`src/rtl/dec_ctrl_if.sv`:
```
// Fetch-to-decode instruction channel. instr, instr_pc and illegal_insn are meaningful while
// instr_valid is high; an instruction transfers in every cycle where instr_valid && id_ready.
interface dec_ctrl_if;
    logic        instr_valid;
    logic [31:0] instr;
    logic [31:0] instr_pc;
    logic        illegal_insn;
    logic        id_ready;

    modport master (output instr_valid, instr, instr_pc, illegal_insn, input id_ready);
    modport slave  (input instr_valid, instr, instr_pc, illegal_insn, output id_ready);
endinterface

```
`src/rtl/dec_ctrl_fsm.sv`:
```
// Decode-stage sequencing controller: accepts instructions, handles SYSTEM opcodes, exceptions,
// interrupts, WFI sleep and debug entry/exit, and drives PC-redirect and CSR-save strobes.
module dec_ctrl_fsm #(
    parameter logic [31:0] BOOT_ADDR  = 32'h0000_0080,
    parameter logic [31:0] MTVEC_ADDR = 32'h0000_0100,
    parameter logic [31:0] DBG_ADDR   = 32'h1A11_0800
) (
    input  logic        clk_i,
    input  logic        rst_ni,
    dec_ctrl_if.slave   fetch_if,
    input  logic        irq_i,
    input  logic        debug_req_i,
    input  logic [31:0] mepc_i,
    output logic        pc_set_o,
    output logic [31:0] pc_target_o,
    output logic        csr_save_o,
    output logic [31:0] csr_save_pc_o,
    output logic [5:0]  exc_cause_o,
    output logic        core_sleep_o,
    output logic        debug_mode_o,
    output logic [2:0]  state_o
);

    localparam logic [31:0] OP_ECALL  = 32'h0000_0073;
    localparam logic [31:0] OP_EBREAK = 32'h0010_0073;
    localparam logic [31:0] OP_MRET   = 32'h3020_0073;
    localparam logic [31:0] OP_DRET   = 32'h7B20_0073;
    localparam logic [31:0] OP_WFI    = 32'h1050_0073;

    localparam logic [5:0] CAUSE_ILLEGAL = 6'h02;
    localparam logic [5:0] CAUSE_BREAK   = 6'h03;
    localparam logic [5:0] CAUSE_ECALL   = 6'h0B;
    localparam logic [5:0] CAUSE_IRQ     = 6'h2B;

    typedef enum logic [2:0] {
        S_RESET     = 3'd0,
        S_BOOT_SET  = 3'd1,
        S_DECODE    = 3'd2,
        S_FLUSH     = 3'd3,
        S_SLEEP     = 3'd4,
        S_DBG_TAKEN = 3'd5
    } state_e;

    state_e      state_q;
    logic        pc_set_q;
    logic [31:0] pc_target_q;
    logic        csr_save_q;
    logic [31:0] csr_save_pc_q;
    logic [5:0]  exc_cause_q;
    logic        core_sleep_q;
    logic        debug_mode_q;
    logic [31:0] dpc_q;
    logic [31:0] dbg_pc_q;

    logic        take_dbg;
    logic        take_irq;
    logic        is_ebreak;
    logic        is_mret;
    logic        is_dret;
    logic        is_wfi;
    logic        exc_take_d;
    logic [5:0]  exc_cause_d;

    assign take_dbg  = debug_req_i && !debug_mode_q;
    assign take_irq  = irq_i && !debug_mode_q;
    assign is_ebreak = (fetch_if.instr == OP_EBREAK);
    assign is_mret   = (fetch_if.instr == OP_MRET);
    assign is_dret   = (fetch_if.instr == OP_DRET);
    assign is_wfi    = (fetch_if.instr == OP_WFI);

    // Anything that traps to MTVEC with a CSR save; the debug request outranks all of these.
    always_comb begin
        exc_take_d  = 1'b1;
        exc_cause_d = CAUSE_ILLEGAL;
        if (take_irq) begin
            exc_cause_d = CAUSE_IRQ;
        end else if (fetch_if.illegal_insn || (is_dret && !debug_mode_q)) begin
            exc_cause_d = CAUSE_ILLEGAL;
        end else if (fetch_if.instr == OP_ECALL) begin
            exc_cause_d = CAUSE_ECALL;
        end else if (is_ebreak && !debug_mode_q) begin
            exc_cause_d = CAUSE_BREAK;
        end else begin
            exc_take_d = 1'b0;
        end
    end

    assign fetch_if.id_ready = (state_q == S_DECODE) && fetch_if.instr_valid && !take_dbg && !take_irq;

    always_ff @(posedge clk_i or negedge rst_ni) begin
        if (!rst_ni) begin
            state_q       <= S_RESET;
            pc_set_q      <= 1'b0;
            pc_target_q   <= '0;
            csr_save_q    <= 1'b0;
            csr_save_pc_q <= '0;
            exc_cause_q   <= '0;
            core_sleep_q  <= 1'b0;
            debug_mode_q  <= 1'b0;
            dpc_q         <= '0;
            dbg_pc_q      <= '0;
        end else begin
            pc_set_q   <= 1'b0;
            csr_save_q <= 1'b0;
            unique case (state_q)
                S_RESET: begin
                    state_q     <= S_BOOT_SET;
                    pc_set_q    <= 1'b1;
                    pc_target_q <= BOOT_ADDR;
                end
                S_BOOT_SET: state_q <= S_DECODE;
                S_DECODE: begin
                    if (fetch_if.instr_valid) begin
                        if (take_dbg) begin
                            state_q     <= S_DBG_TAKEN;
                            dbg_pc_q    <= fetch_if.instr_pc;
                            pc_set_q    <= 1'b1;
                            pc_target_q <= DBG_ADDR;
                        end else if (exc_take_d) begin
                            state_q       <= S_FLUSH;
                            pc_set_q      <= 1'b1;
                            pc_target_q   <= MTVEC_ADDR;
                            csr_save_q    <= 1'b1;
                            csr_save_pc_q <= fetch_if.instr_pc;
                            exc_cause_q   <= exc_cause_d;
                        end else if (is_ebreak) begin
                            state_q     <= S_FLUSH;
                            pc_set_q    <= 1'b1;
                            pc_target_q <= DBG_ADDR;
                        end else if (is_mret) begin
                            state_q     <= S_FLUSH;
                            pc_set_q    <= 1'b1;
                            pc_target_q <= mepc_i;
                        end else if (is_dret) begin
                            // Only reachable in debug mode; outside it DRET traps as illegal.
                            state_q      <= S_FLUSH;
                            pc_set_q     <= 1'b1;
                            pc_target_q  <= dpc_q;
                            debug_mode_q <= 1'b0;
                        end else if (is_wfi && !debug_mode_q) begin
                            state_q      <= S_SLEEP;
                            core_sleep_q <= 1'b1;
                        end
                    end
                end
                S_FLUSH: state_q <= S_DECODE;
                S_SLEEP: begin
                    if (irq_i || debug_req_i) begin
                        state_q      <= S_DECODE;
                        core_sleep_q <= 1'b0;
                    end
                end
                S_DBG_TAKEN: begin
                    state_q      <= S_DECODE;
                    dpc_q        <= dbg_pc_q;
                    debug_mode_q <= 1'b1;
                end
                default: state_q <= S_RESET;
            endcase
        end
    end

    assign pc_set_o      = pc_set_q;
    assign pc_target_o   = pc_target_q;
    assign csr_save_o    = csr_save_q;
    assign csr_save_pc_o = csr_save_pc_q;
    assign exc_cause_o   = exc_cause_q;
    assign core_sleep_o  = core_sleep_q;
    assign debug_mode_o  = debug_mode_q;
    assign state_o       = state_q;

endmodule

```
`src/flat_wrapper.sv`:
```
// flat-port wrapper written by rule: the top's interface ports become plain ports
module dec_ctrl_fsm_flat 
#(
    parameter logic [31:0] BOOT_ADDR  = 32'h0000_0080,
    parameter logic [31:0] MTVEC_ADDR = 32'h0000_0100,
    parameter logic [31:0] DBG_ADDR   = 32'h1A11_0800
)
  (clk_i, rst_ni, irq_i, debug_req_i, mepc_i, pc_set_o, pc_target_o, csr_save_o, csr_save_pc_o, exc_cause_o, core_sleep_o, debug_mode_o, state_o, fetch_if_instr_valid, fetch_if_instr, fetch_if_instr_pc, fetch_if_illegal_insn, fetch_if_id_ready);
  dec_ctrl_if fetch_if_i ();
  input  logic clk_i;
  input  logic rst_ni;
  input  logic irq_i;
  input  logic debug_req_i;
  input  logic [31:0] mepc_i;
  output logic pc_set_o;
  output logic [31:0] pc_target_o;
  output logic csr_save_o;
  output logic [31:0] csr_save_pc_o;
  output logic [5:0] exc_cause_o;
  output logic core_sleep_o;
  output logic debug_mode_o;
  output logic [2:0] state_o;
  input wire logic [$bits(fetch_if_i.instr_valid)-1:0] fetch_if_instr_valid;
  input wire logic [$bits(fetch_if_i.instr)-1:0] fetch_if_instr;
  input wire logic [$bits(fetch_if_i.instr_pc)-1:0] fetch_if_instr_pc;
  input wire logic [$bits(fetch_if_i.illegal_insn)-1:0] fetch_if_illegal_insn;
  output wire logic [$bits(fetch_if_i.id_ready)-1:0] fetch_if_id_ready;
  assign fetch_if_i.instr_valid = fetch_if_instr_valid;
  assign fetch_if_i.instr = fetch_if_instr;
  assign fetch_if_i.instr_pc = fetch_if_instr_pc;
  assign fetch_if_i.illegal_insn = fetch_if_illegal_insn;
  assign fetch_if_id_ready = fetch_if_i.id_ready;
  dec_ctrl_fsm #(.BOOT_ADDR(BOOT_ADDR), .MTVEC_ADDR(MTVEC_ADDR), .DBG_ADDR(DBG_ADDR)) u_core (.clk_i(clk_i), .rst_ni(rst_ni), .fetch_if(fetch_if_i), .irq_i(irq_i), .debug_req_i(debug_req_i), .mepc_i(mepc_i), .pc_set_o(pc_set_o), .pc_target_o(pc_target_o), .csr_save_o(csr_save_o), .csr_save_pc_o(csr_save_pc_o), .exc_cause_o(exc_cause_o), .core_sleep_o(core_sleep_o), .debug_mode_o(debug_mode_o), .state_o(state_o));
endmodule
```
`config.mk`:
```
export PLATFORM = sky130hd
export DESIGN_NAME = dec_ctrl_fsm_flat
export DESIGN_NICKNAME = d
export VERILOG_FILES = /design/src/rtl/dec_ctrl_if.sv /design/src/rtl/dec_ctrl_fsm.sv /design/src/flat_wrapper.sv
export SDC_FILE = /design/constraint.sdc
export NUM_CORES = 1
export LEC_CHECK = 0
export BUFFER_PORTS_ARGS = -buffer_cell sky130_fd_sc_hd__buf_2
export CAP_MARGIN = 20
export CORE_AREA = 2 2 107 109
export DETAILED_ROUTE_END_ITERATION = 7
export DIE_AREA = 0 0 109 111
export PLACE_DENSITY = 0.85
export SLEW_MARGIN = 25
export SYNTH_ARGS = -nofsm -noshare
export SYNTH_HDL_FRONTEND = slang
export SYNTH_SLANG_ARGS = --single-unit
```
`constraint.sdc`:
```
create_clock -name clk_i -period 4 [get_ports clk_i]
set_clock_uncertainty 0.2 [all_clocks]
set_input_delay 0.4 -clock clk_i [delete_from_list [all_inputs] [get_ports clk_i]]
set_output_delay 0.4 -clock clk_i [all_outputs]
set_load 0.1 [all_outputs]
```
==> impl_results.md, run 1 <==
- DR vias/cell: around 5.8
- Antenna cells: 0
- Hold crit path type: in -> reg
- HPWL after detailed placement: 10.4 mm
- Clk root buf: clkbuf_16
- RR Startpoint: u_core.state_o[1]
- Hold WS: between 30 and 40 ps
- Most common cell after layout, fill and taps aside: buf_2
- WP buf/inv: 1
- Hold worst-path end: u_core.dbg_pc_q[9]
- EDFF count, synth: 0
- Initial Util: 54.6%
- Status: complete, no violations
- Hold depth: 2
- Sequential fraction of the synthesis area: around 57%
- GPL Wtd Cong: 0.874
- Post-CTS setup buffer count: 0
- Critical Path End Type: primary output
- Reg-to-reg endpoint: u_core.pc_target_o[15]
- Main flop type after synthesis: dfrtp_1
- Clk sinks: approximately 140
- Synthesis warning total: 0
- Delay-heaviest family, CP: simple AND/OR/NAND/NOR gates
- CORE AREA: about 11000 µm²
- Max-slew violation count: 0
- Layout Nets: slightly above 700
- GR Overflow Total: 0
- Initial DRT Pass Iterations: 4
- Chip height: 111 µm
- Final min period: between 3000 and 4000 ps
- Period Utilization, post-route: between 70% and 80%
- Final core occ: 69.7%
- Synth-to-Final Area Change: 27.5%
- Number of port buffers: around 180
- Power per cell area: about 800 nW/µm²
- DRC errors left: 0
- IO Count: 180
- H-tree Lvls: 4
- Slowest CP cell: or3b_2
- Vias in the first global route: between 4000 and 5000
- Worst rel slew slack: between 30 and 40%
- Initial antenna violation count: 0
- Largest net degree at the start of global routing: 118
- Achievable frequency: 325 MHz
- DR WL/cell: approximately 20 µm
- Mapped Cells: around 440
- Via count: 4489
- Total wire length: ~15 mm
- Slowest stage delay, CP: around 550 ps
- Setup_tns: 0 ps
- DRT antenna net count: 0
- Largest buffer count on any clock path: 2
- Clock Latency Late Sink: approximately 400 ps
- Setup CP Type: reg -> out
- Num CTS Buffers: 17
- Most frequent cells in the layout: buf_2, dfrtp_1, mux2_2, mux2i_1, o2bb2ai_1
- GRT Total Usage: about a quarter
- Syn Area/Cell: approximately 14 µm²
- Leak Pwr: ~0.0038 µW
- Syn Std Cell Area: slightly above 6000 µm²
- Worst R2R Setup Slack: between 1000 and 1500 ps
- Worst VDD drop: 0.669 mV
- Final hold viol count: 0
- Critical path arrival: 2480 ps
- Most used cell along the critical path: nor2_1
- First-pass GRT wire length: between 20 and 25 mm
- CP Launch Type: flop
- Rows: 39
- CP required: around 3400 ps
- DRT iter0 DRCs: 254
- Die footprint: 12100 µm²
- CP Cell Sequence: or3b_2, nor2_1, nand2_1, nor2_1, buf_2
- Worst-case reg-to-reg path depth: 7
- Max-cap viol count: 0
- Final setup fails: 0
- CP max FO: 12
- Asr flop ratio synth: 100%
- Hold Crit Start: fetch_if_instr_pc[9]
- Clk slew on worst S/H paths: around 60 ps
- Die Width: 109 µm
- Share of layout cells above drive strength 1: between 50% and 60%
- Worst Max-Slew Pin Slew: about 900 ps
- Yosys cell types: 52
- CTS tree: yes
- RSZ-0062 raised after global routing: false
- Register bit total from synthesis: 139
## metrics by stage
stage	instances	power, µW	instance area (µm²)	setup WS (ps)
2_1_floorplan	445	3970	6050	324
3_3_place_gp	748	4390	7040	770
3_5_place_dp	748	4450	7040	601
4_1_cts	779	6230	7700	929
5_1_grt	780	6400	7720	758
6_report	780	6200	7720	924
## synthesized netlist by cell type, types with 2 or more instances
| cell | count | area (µm²) |
|---|---|---|
| a32oi_1 | 6 | 52.6 |
| nand4_1 | 4 | 25.0 |
| and4_1 | 3 | 26.3 |
| or4_1 | 2 | 15.0 |
| buf_4 | 4 | 30.0 |
| nor4b_1 | 3 | 26.3 |
| buf_1 | 3 | 11.3 |
| buf_2 | 5 | 25.0 |
| inv_1 | 16 | 60.1 |
| nor4bb_1 | 2 | 20.0 |
| nor2b_1 | 3 | 18.8 |
| a31oi_1 | 5 | 31.3 |
| o22ai_1 | 2 | 12.5 |
| or3b_2 | 2 | 17.5 |
| o211ai_1 | 7 | 52.6 |
| clkbuf_1 | 9 | 33.8 |
| nand2_1 | 8 | 30.0 |
| mux2_2 | 103 | 1160 |
| o2bb2ai_1 | 24 | 210 |
| buf_6 | 4 | 45.0 |
| nor2_1 | 15 | 56.3 |
| nor3_1 | 9 | 45.0 |
| dfrtp_1 | 139 | 3480 |
| o21ai_0 | 2 | 10.0 |
| a21oi_1 | 6 | 30.0 |
| nand3b_1 | 2 | 15.0 |
| mux2i_1 | 26 | 260 |
| nand3_1 | 5 | 25.0 |
| a21o_1 | 2 | 15.0 |
## kinds of logic (layout without fill, tap and decap cells)
family	count (synthesis)	count (layout)	synth area share, %
other	1	2	0.0620
AO/OA/AOI/OAI	66	66	8.81
buffers and inverters	41	233	3.39
AND/OR/NAND/NOR	67	67	6.58
flip-flops	139	139	57.5
multiplexers	130	130	23.7
## state kept, by name, indices dropped and copies added (netlist names)
name,cells
u_core.csr_save_pc_o,32
u_core.dbg_pc_q,32
u_core.dpc_q,32
u_core.pc_target_o,32
u_core.exc_cause_o,4
u_core.state_o,3
u_core.core_sleep_o,1
u_core.csr_save_o,1
u_core.debug_mode_o,1
u_core.pc_set_o,1
## power breakdown
group / total (µW) / leakage, µW / switching (µW) / internal, µW
clock network: 1760 / 0.000320 / 580 / 1180
logic: 2640 / 0.00166 / 2180 / 460
registers: 1790 / 0.00184 / 154 / 1640
## area by class of cell
type / instances / area, µm²
multi-input cells: 265 / 2370
fillers: 811 / 3360
inverters: 16 / 60.1
repair buffers: 186 / 965
well taps: 143 / 179
flip-flops and latches: 139 / 3480
clock inverters: 11 / 215
clock buffers: 20 / 447
## worst reg2reg max path: cells and delay by family (launching register included)
kind                   cells  cell delay, ps
AOI/OAI and AO/OA          2             670
buffers and inverters      1             260
DFF                        1             530
and+or+nand+nor            4            1090
## metal layers
| layer | vias to the layer above | GRT usage, % | wire length (µm) |
|---|---|---|---|
| met5 | - | 0 | 0 |
| met4 | 0 | 8.89 | 279 |
| met3 | 25 | 6.88 | 997 |
| met2 | 169 | 43.5 | 7810 |
| met1 | 2294 | 33.7 | 6260 |
| li1 | 2001 | - | - |
## worst max path at each step
stage,slack (ps),cells past startpoint,endpoint,startpoint
2_1_floorplan,320,5,fetch_if_id_ready,u_core.state_o[0]
3_3_place_gp,770,8,u_core.csr_save_pc_o[3],fetch_if_instr[17]
3_5_place_dp,600,8,u_core.csr_save_pc_o[10],fetch_if_instr[17]
4_1_cts,930,5,fetch_if_id_ready,u_core.state_o[1]
5_1_grt,760,5,fetch_if_id_ready,u_core.state_o[1]
6_report,920,5,fetch_if_id_ready,u_core.state_o[1]
## repair_timing
| action | in CTS | in global routing |
|---|---|---|
| hold endpoints to repair | 0 | 10 |
| hold buffers | 0 | 1 |
| resized for setup | 0 | 0 |
Note: power is estimated with default switching activity, not from simulation.
==> run 2: changes to the inputs <==
--- a/config.mk
+++ b/config.mk
@@ -7,10 +7,10 @@
 export LEC_CHECK = 0
 export BUFFER_PORTS_ARGS = -buffer_cell sky130_fd_sc_hd__buf_2
 export CAP_MARGIN = 20
-export CORE_AREA = 2 2 107 109
+export CORE_AREA = 2 2 117 119
 export DETAILED_ROUTE_END_ITERATION = 7
-export DIE_AREA = 0 0 109 111
-export PLACE_DENSITY = 0.85
+export DIE_AREA = 0 0 119 121
+export PLACE_DENSITY = 0.75
 export SLEW_MARGIN = 25
 export SYNTH_ARGS = -nofsm -noshare
 export SYNTH_HDL_FRONTEND = slang
==> constraint.sdc (replaced) <==
create_clock -name clk_i -period 2.5 [get_ports clk_i]
set_clock_uncertainty 0.2 [all_clocks]
set_input_delay 0.25 -clock clk_i [delete_from_list [all_inputs] [get_ports clk_i]]
set_output_delay 0.25 -clock clk_i [all_outputs]
set_load 0.1 [all_outputs]
==> run 2 against run 1 <==
  * Largest power group unchanged
  * First-iteration DRC count rose by 2.4%
  * Sequential share of layout area fell by 4.5 points
  * Sequential power rose by 59%
  * Design area rose by 12%
  * Flip-flop and latch count did not move
  * Combinational power rose by 72%
  * Count of clock-buffer cells in the layout rose by 7
  * Non-clock buffer count rose by 80
  * Utilization fell by 3.9 points
  * Power rose by 57%
  * Register-to-register slack got worse by 1100 ps
  * Critical path depth did not move
  * Critical endpoint unchanged
==> impl_results.md, run 2 (synthesis results as in run 1) <==
- CP Cell Sequence: or3b_4, nor2_4, nand2_4, nor2_4, buf_12
- DRT antenna net count: 0
- CP required: ~2100 ps
- Die footprint: 14400 µm²
- Num CTS Buffers: 17
- H-tree Lvls: 4
- CORE AREA: around 13000 µm²
- Slowest stage delay, CP: 530 ps
- RSZ-0062 raised after global routing: true
- Clock Latency Late Sink: 410 ps
- GR Overflow Total: 0
- Antenna cells: 0
- Vias in the first global route: roughly 5200
- GRT Total Usage: roughly a quarter
- Worst-case reg-to-reg path depth: 7
- Critical path arrival: 1970 ps
- Tot Pwr: a little under 10000 µW
- Total wire length: 16.5 mm
- IO Count: 180
- Hold Crit Start: fetch_if_instr_valid
- Leak Pwr: 0.00418 µW
- Chip height: 121 µm
- Synth-to-Final Area Change: 42.3%
- Power per cell area: about 1100 nW/µm²
- Period Utilization, post-route: roughly 97%
- CP Launch Type: flop
- CP max FO: 10
- Final min period: 2420 ps
- Clk sinks: 139
- Largest net degree at the start of global routing: between 60 and 70
- RR Startpoint: u_core.state_o[2]
- Worst R2R Setup Slack: a little over 80 ps
- Critical Path End Type: primary output
- Via count: around 4800
- Hold WS: approximately 42 ps
- Share of layout cells above drive strength 1: 50.8%
- Hold worst-path end: u_core.core_sleep_o
- Worst rel slew slack: roughly 49%
- Reg-to-reg endpoint: u_core.pc_target_o[24]
- Setup CP Type: reg -> out
- Most frequent cells in the layout: buf_2, dfrtp_1, mux2_2, dlygate4sd3_1
- DRC errors left: 0
- Worst Max-Slew Pin Slew: about 770 ps
- Final hold viol count: 0
- DR WL/cell: ~18 µm
- DR vias/cell: between 5 and 6
- Rows: between 40 and 50
- GPL Wtd Cong: 0.863
- Worst VDD drop: between 1 and 1.5 mV
- DRT iter0 DRCs: 260
- Setup_tns: 0 ps
- Seq. cell area: between 3000 and 4000 µm²
- Max-slew violation count: 0
- Status: complete, no violations
- Slowest CP cell: dfrtp_4
- Hold crit path type: in -> reg
- CTS tree: yes
- Achievable frequency: between 400 and 500 MHz
- Hold depth: 3
- Clk slew on worst S/H paths: roughly 60 ps
- Layout fillers: approximately 950
- Area of the multi-input gates: between 2000 and 2500 µm²
- Max-cap viol count: 0
- Most common cell after layout, fill and taps aside: buf_2
- Final setup fails: 0
- Largest buffer count on any clock path: 2
- Number of port buffers: around 180
- Die Width: 119 µm
- Initial Util: between 40% and 50%
- Initial DRT Pass Iterations: 4
- First-pass GRT wire length: between 20 and 30 mm
- Fin cells: around 890
- Clk root buf: clkbuf_16
- Placed cells: roughly 800
- HPWL after detailed placement: ~11 mm
- Initial antenna violation count: 0
- Layout Nets: 807
- Most used cell along the critical path: nor2_4
[run 2: worst max path at each step]
stage | start | slack, ps | cells after the start | end
2_1_floorplan | fetch_if_instr[17] | -80 | 7 | u_core.pc_target_o[0]
3_3_place_gp | fetch_if_instr[17] | -220 | 8 | u_core.pc_target_o[18]
3_5_place_dp | fetch_if_instr[17] | -260 | 9 | u_core.pc_target_o[27]
4_1_cts | u_core.state_o[2] | 60 | 7 | u_core.pc_target_o[12]
5_1_grt | u_core.state_o[2] | -8 | 7 | u_core.pc_target_o[5]
6_report | u_core.state_o[2] | 80 | 5 | fetch_if_id_ready
[run 2: what timing repair did]
action,4_1_cts,5_1_grt
hold buffers,58,0
gates resized for setup,0,4
setup buffers,0,0
setup endpoints to repair,0,4
endpoints found under the hold margin,150,0
[run 2: report_power, final]
part	total [µW]	switching, µW	internal, µW
Combinational	4530	3580	952
Sequential	2850	222	2630
Clock	2330	906	1430
Total	9720	4710	5010
[run 2: per-layer routing]
| metal | vias up | global-route usage (%) | part of all wire [%] |
|---|---|---|---|
| met5 | - | 0 | 0 |
| met4 | 0 | 11.8 | 2.9 |
| met3 | 39 | 4.28 | 4.4 |
| met2 | 180 | 42.7 | 53 |
| met1 | 2366 | 27.8 | 40 |
| li1 | 2172 | - | - |
[run 2: critical path: cells and delay by family (launching register included)]
| kind | cells | cell delay, ps |
|---|---|---|
| and+or+nand+nor | 4 | 860 |
| buffers and inverters | 1 | 180 |
| DFF | 1 | 530 |
[run 2: stage by stage]
step	utilization, %	setup WS, ps	cell area, µm²
finish	65.8	80.9	8610
global route	65.8	-8.42	8610
CTS	65.6	61.4	8580
detailed placement	56.9	-257	7440
global placement	56.9	-225	7440
floorplan	-	-78.3	6210
[run 2: layout make-up]
cell class                      count  share of cell area [%]
Multi-Input combinational cell    265                    29.0
Sequential cell                   139                    40.5
Clock buffer                       27                    6.08
Inverter                           16                   0.698
Clock inverter                      5                   0.392
Tap cell                          176                    2.56
Timing Repair Buffer              266                    20.7
==> run 3: changes to the inputs <==
==> constraint.sdc (replaced) <==
create_clock -name clk_i -period 2.5 [get_ports clk_i]
set_clock_uncertainty 0.2 [all_clocks]
set_input_delay 0 -clock clk_i [delete_from_list [all_inputs] [get_ports clk_i]]
set_output_delay 0 -clock clk_i [all_outputs]
set_load 0.1 [all_outputs]
==> run 3 against run 2 <==
  * Cell count up 1.3%
  * Power is 1.8% higher
  * Utilization increased by 0.77 points
  * Hold slack improved by 59 ps
  * Combinational power is 2% lower
  * Sequential power hardly changed
  * Die area is the same
  * Count of clock-buffer cells in the layout shrank 5
  * Non-clock buffer count is 12 higher
==> impl_results.md, run 3 (synthesis results as in run 1) <==
- Leak Pwr: between 0.004 and 0.005 µW
- Initial DRT Pass Iterations: 4
- Initial Util: a little under half
- WP buf/inv: 4
- Placed cells: between 800 and 900
- Power per cell area: ~1100 nW/µm²
- Worst-case reg-to-reg path depth: 6
- Slowest CP cell: dlygate4sd3_1
- Sequential Power Share: ~29%
- Final setup fails: 0
- GRT Total Usage: between 20% and 30%
- CORE AREA: 13100 µm²
- Vias in the first global route: between 5000 and 6000
- Period Utilization, post-route: a little over nine tenths
- Clk slew on worst S/H paths: approximately 60 ps
- Critical path arrival: between 2000 and 2500 ps
- Via count: about 4700
- Worst VDD drop: around 0.90 mV
- Most common cell after layout, fill and taps aside: buf_2
- Max-slew violation count: 0
- Chip height: 121 µm
- GPL Wtd Cong: just under 0.9
- Clk sinks: approximately 140
- Share of layout cells above drive strength 1: between 40% and 50%
- DRT antenna net count: 0
- Achievable frequency: roughly 420 MHz
- DP Area: between 7000 and 8000 µm²
- Combinational share of power: between 40% and 50%
- Setup CP Type: in -> reg
- Clock Power Share: 26.3%
- Delay-heaviest family, CP: buffers and inverters
- CP Launch Type: input pin
- Die Width: 119 µm
- Die footprint: around 14000 µm²
- DR vias/cell: ~5.2
- Net Sw Power: 4690 µW
- Hold Crit Start: fetch_if_instr[2]
- Max-cap viol count: 0
- Pint: 5200 µW
- Number of port buffers: 177
- Slowest stage delay, CP: 550 ps
- DRT iter0 DRCs: 293
- Worst rel slew slack: between 50% and 60%
- Critical Path End Type: flop
- Hold worst-path end: u_core.debug_mode_o
- Layout fillers: roughly 940
- Layout Nets: 819
- Clk root buf: clkbuf_16
- Final min period: about 2400 ps
- Hold depth: 6
- DR WL/cell: between 15 and 20 µm
- CP Cell Sequence: dlygate4sd3_1, buf_2, nor2_1, and3_4, nand3_1, a221o_1, buf_4, nand3_1, a211oi_1, dlygate4sd3_1
- CP max FO: 10
- Fin cells: roughly 910
- Largest net degree at the start of global routing: between 60 and 70
- Initial antenna violation count: 0
- Largest buffer count on any clock path: 2
- GR Overflow Total: 0
- Post-route cell area: approximately 8700 µm²
- Antenna cells: 0
- Rows: 42
- Final hold viol count: 0
- Clock Latency Late Sink: slightly above 400 ps
- First-pass GRT wire length: 25.2 mm
- Most frequent cells in the layout: buf_2, dfrtp_1, mux2_2, dlygate4sd3_1, mux2i_1
- CP required: between 2000 and 3000 ps
- CTS tree: yes
- Worst Max-Slew Pin Slew: 699 ps
- Synth-to-Final Area Change: 43.9%
- Total wire length: 15.6 mm
- Worst R2R Setup Slack: 150 ps
- DRC errors left: 0
- IO Count: 180
- RR Startpoint: u_core.state_o[0]
- Reg-to-reg endpoint: u_core.csr_save_pc_o[10]
- Status: complete, no violations
- Num CTS Buffers: 17
- Hold crit path type: in -> reg
- H-tree Lvls: 4
- Switching Share: a little under half
- RSZ-0062 raised after global routing: false
- HPWL after detailed placement: between 10 and 15 mm
- Final core occ: approximately 67%
==> run 3: cell types whose count changed in the layout (fill, tap and decap cells not counted), sizes merged <==
cell | before | now
clkinv | 3 | 4
inv | 16 | 17
dlygate4sd3 | 58 | 73
clkbuf | 27 | 22
bufinv | 0 | 3
buf | 208 | 205
==> run 3: timing repair <==
| item | CTS | global route |
|---|---|---|
| hold endpoints to repair | 243 | 0 |
| gates resized for setup | 0 | 2 |
| hold buffers | 73 | 0 |
| endpoints found under the setup margin | 0 | 2 |
| setup buffers | 0 | 0 |
==> run 3: metal layers <==
layer | up-vias | part of all wire, % | wire (µm) | GRT usage [%]
met1 | 2353 | 41 | 6480 | 27.2
met2 | 157 | 52 | 8090 | 39.6
li1 | 2200 | - | - | -
met4 | 0 | 1.7 | 273 | 9.00
met5 | - | 0 | 0 | 0
met3 | 22 | 5.1 | 793 | 5.36
==> run 3: through the flow <==
step,total power (µW),TNS [ps],hold WS [ps],setup WS [ps]
finish,9890,0,101,127
global route,10300,0,158,36.0
CTS,9940,0,77.9,108
detailed placement,7220,-3350,-189,-93.0
global placement,7170,-433,-193,-16.0
floorplan,6430,-1480,-496,-60.5
==> run 3: worst max-delay path by stage <==
stage,from,endpoint,slack [ps],depth (start not counted)
floorplan,u_core.state_o[2],u_core.csr_save_pc_o[10],-60,7
global placement,fetch_if_instr[17],u_core.csr_save_pc_o[28],-20,8
detailed placement,fetch_if_instr[17],u_core.csr_save_pc_o[28],-90,8
CTS,u_core.state_o[0],u_core.pc_target_o[20],110,4
global route,fetch_if_instr[31],u_core.core_sleep_o,40,10
finish,fetch_if_instr[31],u_core.core_sleep_o,130,10
==> run 3: tightest hold or removal path, cell delays in order <==
cell and delay, ps:
buf_2 80, nor4_1 50, nand4_1 110, buf_4 160, or4_1 120, a2bb2oi_1 140
==> run 3: power by group through the flow <==
stage	clock, µW	combinational, µW	sequential [µW]
finish	2600	4450	2840
global placement	0	4320	2850
global route	2770	4600	2890
detailed placement	0	4350	2870
floorplan	0	928	5500
CTS	2660	4440	2840
==> run 3: area by class of cell <==
class	instances	area, µm²	area share, %
timing repair buffer	278	1880	21.6
inverter	16	60.1	0.690
tap	176	220	2.53
multi-input combinational	265	2430	27.9
clock inverter	10	138	1.58
sequential	139	3490	40.1
clock buffer	22	484	5.56
